===== config.mk =====
export PLATFORM = sky130hd
export DESIGN_NAME = gpioemu_arbiter
export DESIGN_NICKNAME = d
export VERILOG_FILES = /design/src/rtl/gpioemu_arbiter.sv
export SDC_FILE = /design/constraint.sdc
export NUM_CORES = 1
export LEC_CHECK = 0
export ABC_AREA = 1
export CAP_MARGIN = 20
export CORE_UTILIZATION = 36
export DETAILED_ROUTE_END_ITERATION = 8
export PLACE_DENSITY = 0.77
export SETUP_SLACK_MARGIN = 0.02
export SLEW_MARGIN = 5
export SYNTH_ARGS = -nofsm -noshare
export SYNTH_HDL_FRONTEND = slang
export SYNTH_SLANG_ARGS = --single-unit

===== constraint.sdc =====
create_clock -name clk -period 4.2 [get_ports clk]
set_input_delay 0.84 -clock clk [delete_from_list [all_inputs] [get_ports clk]]
set_output_delay 0.84 -clock clk [all_outputs]
set_load 0.01 [all_outputs]

===== src/rtl/gpioemu_arbiter.sv =====
// Round-robin arbiter sharing one gpioemu compute core between two requesters.
// Latches the winner's operands, starts the core, waits (with timeout) and returns the result.
module gpioemu_arbiter #(
  parameter int TIMEOUT = 200,
  parameter int TW      = 8
) (
  input  logic        clk,
  input  logic        reset,
  input  logic [1:0]  req,
  input  logic [47:0] a1_in,
  input  logic [47:0] a2_in,
  output logic [1:0]  ack,
  output logic [1:0]  rsp_valid,
  input  logic [1:0]  rsp_ready,
  output logic [31:0] rsp_w,
  output logic [23:0] rsp_l,
  output logic [1:0]  rsp_b,
  output logic        rsp_err,
  output logic [23:0] core_a1,
  output logic [23:0] core_a2,
  output logic        core_start,
  input  logic        core_ready,
  input  logic        core_valid,
  input  logic [31:0] core_w,
  input  logic [23:0] core_l,
  input  logic [1:0]  core_b,
  output logic        busy
);

  typedef enum logic [1:0] {IDLE, ISSUE, WAIT, RESP} state_t;

  state_t             state, state_nxt;
  logic               rr, winner, grant_id;
  logic [TW-1:0]      timer;
  logic [1:0][23:0]   a1_lane, a2_lane;
  logic               timeout_hit, rsp_take;

  assign a1_lane = a1_in;
  assign a2_lane = a2_in;

  // rr names the requester that has priority in the next IDLE grant
  assign winner      = req[rr] ? rr : ~rr;
  assign timeout_hit = (timer == TW'(TIMEOUT - 1));
  assign rsp_take    = rsp_ready[grant_id];
  assign busy        = (state != IDLE);

  always_ff @(posedge clk or posedge reset) begin
    if (reset) state <= IDLE;
    else       state <= state_nxt;
  end

  always_comb begin
    state_nxt = state;
    case (state)
      IDLE:    if (|req)                      state_nxt = ISSUE;
      ISSUE:   if (core_ready)                state_nxt = WAIT;
      WAIT:    if (core_valid || timeout_hit) state_nxt = RESP;
      RESP:    if (rsp_take)                  state_nxt = IDLE;
      default:                                state_nxt = IDLE;
    endcase
  end

  always_ff @(posedge clk or posedge reset) begin
    if (reset) begin
      ack        <= '0;
      rsp_valid  <= '0;
      rsp_w      <= '0;
      rsp_l      <= '0;
      rsp_b      <= '0;
      rsp_err    <= 1'b0;
      core_a1    <= '0;
      core_a2    <= '0;
      core_start <= 1'b0;
      rr         <= 1'b0;
      grant_id   <= 1'b0;
      timer      <= '0;
    end else begin
      ack        <= '0;
      core_start <= 1'b0;
      case (state)
        IDLE: if (|req) begin
          ack      <= 2'(1) << winner;
          grant_id <= winner;
          rr       <= ~winner;
          core_a1  <= a1_lane[winner];
          core_a2  <= a2_lane[winner];
        end
        ISSUE: if (core_ready) begin
          core_start <= 1'b1;
          timer      <= '0;
        end
        // a result arriving on the expiry cycle still wins over the timeout
        WAIT: if (core_valid) begin
          rsp_w     <= core_w;
          rsp_l     <= core_l;
          rsp_b     <= core_b;
          rsp_err   <= 1'b0;
          rsp_valid <= 2'(1) << grant_id;
        end else if (timeout_hit) begin
          rsp_w     <= '0;
          rsp_l     <= '0;
          rsp_b     <= '0;
          rsp_err   <= 1'b1;
          rsp_valid <= 2'(1) << grant_id;
        end else begin
          timer <= timer + 1'b1;
        end
        RESP: if (rsp_take) rsp_valid <= '0;
        default: ;
      endcase
    end
  end

endmodule


== Word level (Yosys, flattened, before mapping) ==
Index checks and enable logic that the tools add are counted.
Storage, ports and cells
  flip-flop bits (word level): 124
  input port bits: 162
  output and inout port bits: 113
  word-level logic and storage cells: 77
Cells by class
  add/sub/neg operators: 1
  $lt $le $gt $ge: 3
  eq/ne operators: 11
  shifts and indexed selects: 2
  muxes and demuxes: 33
  bitwise logic cells: 2
  reduce and logical (&&, ||, !) cells: 12
Operators by type and width (number)
  $mux W24: 6
  $mux W32: 2
  $mux W8: 3
  $mux W2: 10
  $pmux W8 S2: 1
  $ne A2 B2 Y1 const B: 6
  $mux W1: 9
  $add A8 B1 Y8 const B: 1
  $eq A8 B8 Y1 const B: 1
  $pmux W2 S4: 1
  $reduce_and A4 Y1: 2
  $reduce_bool A2 Y1: 4
  $lt A1 B2 Y1 const B: 3
  $eq A2 B2 Y1 const B: 2
  $pmux W2 S2: 1
  $reduce_and A2 Y1: 2
  $shl A1 B1 Y2 const A: 2
  $ne A3 B3 Y1 const B: 1
  $reduce_and A3 Y1: 1
  $eq A2 B1 Y1 const B: 1
  $logic_not A2 Y1: 1
  $not A1 Y1: 2
  $reduce_or A2 Y1: 1
  $logic_or A1 B1 Y1: 1

== Longest topological paths before layout ==
Gate-level depths: netlist of run 1.
  depth in word-level cells: 6
  gate-level depth with buffers: 10
  mapped depth without buffers: 9

== Least setup slack after synthesis of run 1 ==
Ideal clock, no wire load.
  kind: in2reg
  start: input port req[1]
  end: register core_a2[10]
  library setup time: 0.124 ns
  arrival: 1.555 ns
  data required time: 4.076 ns
  path slack: 2.521 ns
  stages on the path: 8
  buffers on the path: 2
  cells stage by stage: nor2_1 -> nor2_2 -> inv_2 -> nor2_4 -> buf_4 -> buf_6 -> nand2_1 -> nand3_1
On the way
  longest elaborated chain between the ends: 5
  elaborated cells between the ends (all ways): 7
  those cells by class: mux (5); reduce/logical (2)
RTL lines
  start, declared: RTL line 9  | input logic [1:0] req,
  $mux W1 (not written as such) (2 in series): RTL line 42  | assign winner = req[rr] ? rr : ~rr;
  $mux W1: RTL line 42
  $mux W24 (not written as such) (2 in series): RTL line 86  | core_a2 <= a2_lane[winner];
  end signal, assigned: RTL line 86
  end, declared: RTL line 20  | output logic [23:0] core_a2,
Several ways; a longest one is shown, not always the timed one. The select of a mux whose other input is x is not followed.
A chain may end at the register's enable or synchronous reset.

== Final worst setup path of run 1 ==
  start: register state[0]
  end: output port busy
On the way
  longest elaborated chain between the ends: 1
RTL lines
  start, declared: RTL line 32  | state_t state, state_nxt;
  start signal, assigned: RTL line 49  | else state <= state_nxt;
  $reduce_bool A2 Y1: RTL line 45  | assign busy = (state != IDLE);
  end, declared: RTL line 27  | output logic busy
No other way between the ends.

==> impl_metrics.yaml, run 1 <==
cells_and_area:
  fin_area_um2: 8790
  nFillCells: 1279
  nets: 1071
  final_util_pct: 60.3
  ff_latch_area_um2: 3100
  drive_above_1_share_pct: 5.02
  antenna_cells: 0
  instances_no_fill: 1101
  multi_input_area_um2: 2010
  syn_to_final_growth_pct: 63.3
die:
  die_w_um: 124
  core-area_um2: 14600
  rows: 44
  die_h_um: 124
  num_io_pins: 275
  start_util_pct: 36.9
  die_area_um2: 15500
clock_network:
  holdBufCountCts: 0
  cts.clk_slew.worst_paths_ns: 0.05
  clk_latency_ns: 0.40
  clock_sinks: 124
  cts_resized: 0
  cts_setup_buffers: 0
  cts.path.max_buffers: 2
  htreeDepth: 4
  numCtsBuffers: 17
  cts_root_buf: "clkbuf_16"
  cts_tree: "built"
global_route:
  grt_pass1_wl_um: 26200
  grt_max_degree: 71
  grt.overflow.total: 0
  grt_pass1_vias: 5138
  track_usage_pct: 21.4
  antenna_found_initial: 0
power_and_ir_drop:
  leakagePower_nw: 4.09
  powerDensity_nw_per_um2: 695
  ir_worst_vdd_uv: 324
  total_power_mw: 6.12
logic_synthesis:
  ys_ff_latch: 124
  synth_simple_gate_area_share_pct: 35.0
  syn-num-nets: 809
  ys_seq_area_share_pct: 57.6
  muxShareOfSynthArea_pct: 0
  synth_cells: 642
  synth_cell_type_count: 24
  synth-adder-area-share_pct: 1.16
  avgSynthCellArea_um2: 8.39
  yosysTopAreaCell: "dfrtp_1"
  synth_top_family_by_area: "simple AND/OR/NAND/NOR gates"
  yosys.area_share.xor_xnor_pct: 0
  yosys_warnings: 0
  yosys-top-cells-area: "dfrtp_1 58%, nand2_1 21%, nand3_1 11%, buf_2 1.3%, ha_1 1.2%"
  syn_area_um2: 5390
  synth_compound_area_share_pct: 1.25
  synth.top_cell.area_share_pct: 57.6
timing:
  worstMarginPinSlew_ns: 0.984
  min_period_ns: 2.62
  slew_headroom_pct: 34.3
  fmax_mhz: 381
  fin_setup_tns_ns: 0
  hold_viol: 0
  setup-violations-final: 0
  period_share_pct: 62.4
  slew_violations: 0
  finClkSkew_ns: 0.00726
  rsz0062_at_grt: "no"
placement:
  dp.cells: 1069
  gp_congestion: 0.816
  port_buffers: 274
  place_hpwl_um: 11300
  place_area_um2: 8200
worst_setup_path:
  cp.required_ns: 3.36
  cp_common_cell: "inv_1"
  r2r_end: "rsp_w[27]"
  path_max_fanout: 4
  r2r_start: "state[0]"
  crit_slowest_cell: "clkdlybuf4s50_1"
  cp-end-kind: "output pin"
  worst-setup-path-type: "flip-flop to output pin"
  worstRegToRegCells: 6
  start_kind: "flip-flop"
  crit_path_cell_trace: "inv_1, ha_1, inv_1, clkdlybuf4s50_1"
  r2r_slack_ns: 1.72
  max_stage_delay_ns: 0.56
  arrival_ns: 1.78
status:
  status: "finished, final reports clean"
detailed_routing:
  vias_per_cell: 4.70
  totalWireLength_um: 16100
  ant_nets: 0
  drt_iter0_drc: 195
  drtPass1Iterations: 6
  drc: 0
  routedWlPerCell_um: 14.6
  vias: 5177
worst_hold_path:
  min_from: "rsp_valid[1]"
  min_to: "rsp_valid[1]"
  worstHoldPathType: "flip-flop to flip-flop"
  min_path_cells: 2
flow_run:
  drv_cap: 0
-- how the worst max path moves through the flow --
stage / end / cells after the start / from
2_1_floorplan: ack[0] / 1 / reset
3_3_place_gp: rsp_w[6] / 5 / core_valid
3_5_place_dp: rsp_w[27] / 5 / core_valid
4_1_cts: busy / 4 / state[0]
5_1_grt: rsp_w[8] / 6 / state[0]
6_report: busy / 4 / state[0]
-- area by class of cell --
class / instances / share of cell area (%)
Inverter: 18 / 0.797
Sequential cell: 124 / 35.3
Clock inverter: 6 / 0.939
Tap cell: 184 / 2.62
Multi-Input combinational cell: 465 / 22.9
Timing Repair Buffer: 278 / 31.7
Clock buffer: 26 / 5.79
-- cells in the final DEF, fill, tap and decap left out, drive strengths merged --
cell / count
o21bai: 1
nand3: 117
clkdlybuf4s50: 274
nor2: 17
a21oi: 3
clkinv: 3
nand4: 4
inv: 18
nand2: 306
buf: 4
clkinvlp: 1
o21ai: 9
nand3b: 1
or2: 2
clkbuf: 26
bufinv: 2
ha: 5
dfrtp: 124
-- registers in the layout (all words and copies together) (netlist names), 2 cells and up --
register / count
rsp_b: 2
rsp_l: 24
state: 2
rsp_w: 32
core_a1: 24
core_a2: 24
timer: 8
rsp_valid: 2
ack: 2
-- critical path: cells and delay by family, from the launching register on --
kind	cells	cell delay, ns
DFF	1	0.40
buffers and inverters	3	0.77
adders and majority gates	1	0.21
-- kinds of logic after synthesis --
| family | Yosys count |
|---|---|
| AO/OA/AOI/OAI | 13 |
| flip-flops | 124 |
| adder cells (fa/ha/maj) | 5 |
| AND/OR/NAND/NOR | 447 |
| buffers and inverters | 53 |
-- metal layers --
layer	up-vias	routed length, µm	GRT usage, %
li1	2566	-	-
met1	2428	6700	25.3
met2	152	8090	36.6
met3	31	861	5.93
met4	0	454	8.43
met5	-	0	0
-- stage by stage --
| stage | worst slack (ns) | hold slack, ns |
|---|---|---|
| after floorplan | 0.0608 | 0.475 |
| after global placement | 1.47 | 0.456 |
| after detailed placement | 1.40 | 0.459 |
| after CTS | 1.56 | 0.473 |
| after global routing | 1.38 | 0.499 |
| final | 1.58 | 0.465 |
-- cell usage after synthesis (all sizes together) --
| cell type | count |
|---|---|
| nand2 | 306 |
| dfrtp | 124 |
| nand3 | 117 |
| buf | 24 |
| inv | 18 |
| nor2 | 17 |
| clkbuf | 11 |
| o21ai | 9 |
| ha | 5 |
| nand4 | 4 |
| a21oi | 3 |
| or2 | 2 |
| nand3b | 1 |
| o21bai | 1 |
-- where the power goes --
| part | internal (mW) | switching [mW] |
|---|---|---|
| registers | 1.73 | 0.295 |
| clock network | 0.950 | 0.501 |
| logic | 1.37 | 1.27 |
No activity file was read; power rests on OpenSTA's default activity.
==> inputs of run 2 (changes only) <==
Settings changed: CORE_UTILIZATION 36 to 40, PLACE_DENSITY 0.77 to 0.81.
Clock period 4.2 ns to 2.5 ns, I/O delays scaled along.
==> impl_metrics.yaml, run 2 (same netlist as run 1, synthesis figures left out) <==
status:
  status: "finished, final reports clean"
cells_and_area:
  nFillCells: 1060
  mostFrequentLayoutCell: "nand2_1"
  fin_area_um2: 8900
  top_register: "rsp_w"
  mostFrequentLayoutCells: "304 x nand2_1, 274 x clkdlybuf4s50_1, 124 x dfrtp_1"
  largest_reg_flops: 32
  syn_to_final_growth_pct: 65.3
  antenna_cells: 0
  nets: 1076
  drive_above_1_share_pct: 5.97
die:
  core-area_um2: 13200
  die_h_um: 118
  start_util_pct: 40.8
  rows: 42
  num_io_pins: 275
  die_area_um2: 13900
  die_w_um: 118
clock_network:
  cts.clk_slew.worst_paths_ns: 0.06
  htreeDepth: 4
  cts_setup_buffers: 0
  cts_resized: 0
  numCtsBuffers: 17
  clk_latency_ns: 0.41
  cts_tree: "built"
  holdBufCountCts: 0
  cts_root_buf: "clkbuf_16"
  clock_sinks: 124
  cts.path.max_buffers: 2
timing:
  finClkSkew_ns: 0.00633
  hold_viol: 0
  period_share_pct: 92.2
  rsz0062_at_grt: "no"
  fin_setup_tns_ns: 0
  worstMarginPinSlew_ns: 0.687
  slew_violations: 0
  setup-violations-final: 0
  slew_headroom_pct: 54.2
  fmax_mhz: 434
  min_period_ns: 2.31
worst_setup_path:
  cp-end-kind: "output pin"
  max_stage_delay_ns: 0.56
  start_kind: "flip-flop"
  r2r_slack_ns: 0.60
  setup.worst_path.end: "busy"
  startpoint: "state[0]"
  path_max_fanout: 4
  worst-setup-path-type: "flip-flop to output pin"
  cp_common_cell: "inv_1"
  cp.required_ns: 2.00
  r2r_start: "state[0]"
  arrival_ns: 1.81
  worstRegToRegCells: 6
  crit_slowest_cell: "clkdlybuf4s50_1"
  crit_path_cell_trace: "inv_1, ha_1, inv_1, clkdlybuf4s50_1"
  r2r_end: "timer[2]"
detailed_routing:
  drc: 0
  totalWireLength_um: 16700
  vias: 5273
  routedWlPerCell_um: 15.2
  vias_per_cell: 4.80
  drtPass1Iterations: 5
  drt_iter0_drc: 343
  ant_nets: 0
global_route:
  track_usage_pct: 25.0
  grt_pass1_vias: 5366
  grt_pass1_wl_um: 27000
  grt.overflow.total: 0
  antenna_found_initial: 0
  grt_max_degree: 125
power_and_ir_drop:
  leakagePower_nw: 4.12
  powerDensity_nw_per_um2: 1180
  ir_worst_vdd_uv: 678
placement:
  gp_congestion: 0.908
  place_area_um2: 8280
  port_buffers: 274
  place_hpwl_um: 11600
flow_run:
  drv_cap: 0
worst_hold_path:
  worstHoldPathType: "flip-flop to flip-flop"
  min_path_cells: 2
-- run 2: cell types whose count changed in the layout (fill, tap and decap cells not counted), sizes merged --
| cell | delta |
|---|---|
| clkbuf | -7 |
| clkinvlp | +6 |
| buf | +5 |
| bufinv | +1 |
-- run 2: critical path: cells and delay by family, from the launching register on --
kind	cells	cell delay (ns)
adders and majority gates	1	0.21
buffers and inverters	3	0.78
DFF	1	0.40
-- run 2: how the worst min path moves through the flow --
stage                 start           end
6_report       rsp_valid[1]  rsp_valid[1]
5_1_grt        rsp_valid[1]  rsp_valid[1]
4_1_cts        rsp_valid[1]  rsp_valid[1]
3_5_place_dp   rsp_valid[0]  rsp_valid[0]
3_3_place_gp   rsp_valid[1]  rsp_valid[1]
2_1_floorplan      timer[4]      timer[4]
-- run 2: report_power, final --
part	leakage, nW	switching (mW)	internal (mW)
sequential	1.56	0.506	2.91
combinational	2.28	2.21	2.35
clock	0.284	0.921	1.62
total	4.12	3.64	6.88
-- run 2: layer usage --
layer | wire, µm | GRT usage (%)
met1 | 6710 | 29.4
met2 | 8570 | 42.3
met3 | 763 | 6.44
met4 | 628 | 12.3
met5 | 0 | 0
-- run 2: cell type report --
type                    count  area [µm²]  share of cell area, %
flip-flops and latches    124        3100                   34.9
repair buffers            283        2870                   32.3
multi-input cells         465        2010                   22.6
clock buffers              19         453                   5.09
well taps                 176         220                   2.47
clock inverters            13         166                   1.87
inverters                  18        71.3                  0.801
-- run 2: through the flow --
| stage | power, mW | hold WS, ns | setup slack [ns] | utilization [%] | std cells |
|---|---|---|---|---|---|
| global route | 11.2 | 0.479 | 0.142 | 67.5 | 1098 |
| global placement | 7.87 | 0.456 | 0.446 | 62.8 | 1066 |
| floorplan | 5.52 | 0.475 | 0.475 | - | 642 |
| CTS | 10.6 | 0.473 | 0.188 | 67.5 | 1098 |
| detailed placement | 7.99 | 0.458 | 0.432 | 62.8 | 1066 |
| finish | 10.5 | 0.467 | 0.194 | 67.5 | 1098 |
==> inputs of run 3 (changes only) <==
Settings changed: CORE_MARGIN set to 5.
==> impl_metrics.yaml, run 3 (same netlist as run 1, synthesis figures left out) <==
worst_setup_path:
  start_kind: "flip-flop"
  path_max_fanout: 4
  r2r_start: "state[0]"
  max_stage_delay_ns: 0.59
  crit_slowest_cell: "clkdlybuf4s50_1"
  r2r_slack_ns: 0.55
  cp_common_cell: "inv_1"
  crit_path_cell_trace: "inv_1, ha_1, inv_1, clkdlybuf4s50_1"
  path_buf_inv: 3
  arrival_ns: 1.82
  cp.required_ns: 2.00
  cpLargestDelayFamily: "buffers and inverters"
  cp-end-kind: "output pin"
  r2r_end: "timer[2]"
  worstRegToRegCells: 6
  worst-setup-path-type: "flip-flop to output pin"
die:
  num_io_pins: 275
  die_h_um: 126
  rows: 42
  die_area_um2: 15900
  die_w_um: 126
  core-area_um2: 13200
  start_util_pct: 40.7
timing:
  hold_slack_ns: 0.456
  slew_violations: 0
  slew_headroom_pct: 65.3
  worst_slack_ns: 0.180
  min_period_ns: 2.32
  rsz0062_at_grt: "no"
  worstMarginPinSlew_ns: 0.521
  setup-violations-final: 0
  finClkSkew_ns: 0.00945
  fin_setup_tns_ns: 0
  fmax_mhz: 431
  period_share_pct: 92.8
  hold_viol: 0
cells_and_area:
  drive_above_1_share_pct: 6.36
  mostFrequentLayoutCell: "nand2_1"
  nets: 1081
  largest_reg_flops: 32
  fin_area_um2: 8900
  top_register: "rsp_w"
  mostFrequentLayoutCells: "304 x nand2_1, 274 x clkdlybuf4s50_1, 124 x dfrtp_1"
  antenna_cells: 0
  syn_to_final_growth_pct: 65.4
clock_network:
  cts_setup_buffers: 0
  cts.clk_slew.worst_paths_ns: 0.06
  clock_sinks: 124
  cts_root_buf: "clkbuf_16"
  cts_tree: "built"
  clk_latency_ns: 0.41
  holdBufCountCts: 0
  htreeDepth: 4
  numCtsBuffers: 17
  cts_resized: 0
  cts.path.max_buffers: 2
power_and_ir_drop:
  total_power_mw: 10.4
  powerDensity_nw_per_um2: 1170
  leakagePower_nw: 4.14
  ir_worst_vdd_uv: 592
global_route:
  grt_pass1_wl_um: 28400
  grt.overflow.total: 0
  grt_pass1_vias: 5233
  grt_max_degree: 51
  track_usage_pct: 22.7
  antenna_found_initial: 0
placement:
  port_buffers: 274
  place_area_um2: 8320
  place_hpwl_um: 13100
  pre_cts_ws_ns: 0.479
  gp_congestion: 0.935
status:
  status: "finished, final reports clean"
detailed_routing:
  ant_nets: 0
  drt_iter0_drc: 311
  totalWireLength_um: 17900
  drtPass1Iterations: 5
  vias_per_cell: 4.75
  vias: 5242
  drc: 0
  routedWlPerCell_um: 16.2
flow_run:
  drv_cap: 0
worst_hold_path:
  worstHoldPathType: "input port to asynchronous set/reset pin"
[run 3: cell types whose count changed in the layout (fill, tap and decap cells not counted), sizes merged]
cell	before	now
clkbuf	19	21
bufinv	3	2
clkinv	3	5
buf	9	14
clkinvlp	7	4
[run 3: power breakdown]
group / switching, mW / internal (mW) / total (mW)
Combinational: 2.22 / 2.36 / 4.58
Sequential: 0.505 / 2.91 / 3.41
Clock: 0.889 / 1.54 / 2.43
Total: 3.62 / 6.81 / 10.4
[run 3: layer usage]
metal  share of wire [%]  vias to the layer above  track usage, %
li1                    -                     2589               -
met3                 6.4                       42            6.44
met5                   0                        -               0
met1                  39                     2441            27.5
met2                  51                      170            38.1
met4                 3.5                        0            9.53
[run 3: worst reg2reg max path: cells and delay by family (launching register included)]
family,cells,cell delay (ns)
AO/OA/AOI/OAI,2,0.46
adder cells (fa/ha/maj),1,0.45
buffers and inverters,2,0.29
flip-flops,1,0.41
AND/OR/NAND/NOR,1,0.25
[run 3: layout make-up]
| cell class | count | area [µm²] |
|---|---|---|
| clock buffers | 21 | 470 |
| clock inverters | 11 | 116 |
| fillers | 1064 | 4340 |
| inverters | 18 | 71.3 |
| multi-input cells | 465 | 2010 |
| flip-flops and latches | 124 | 3100 |
| well taps | 176 | 220 |
| repair buffers | 288 | 2910 |
[run 3: worst max-delay path by stage]
stage                  start     endpoint  slack (ns)  cells past startpoint
finish              state[0]         busy        0.18                      4
CTS                 state[0]         busy        0.16                      4
global route        state[0]         busy        0.11                      4
detailed placement    req[1]   core_a2[3]        0.48                      7
floorplan              reset       ack[0]        0.47                      1
global placement      req[0]  core_a1[13]        0.52                      7
[run 3: per-stage QoR]
| step | util [%] | instances |
|---|---|---|
| 2_1_floorplan | - | 642 |
| 3_3_place_gp | 62.8 | 1071 |
| 3_5_place_dp | 62.8 | 1071 |
| 4_1_cts | 67.2 | 1103 |
| 5_1_grt | 67.2 | 1103 |
| 6_report | 67.2 | 1103 |
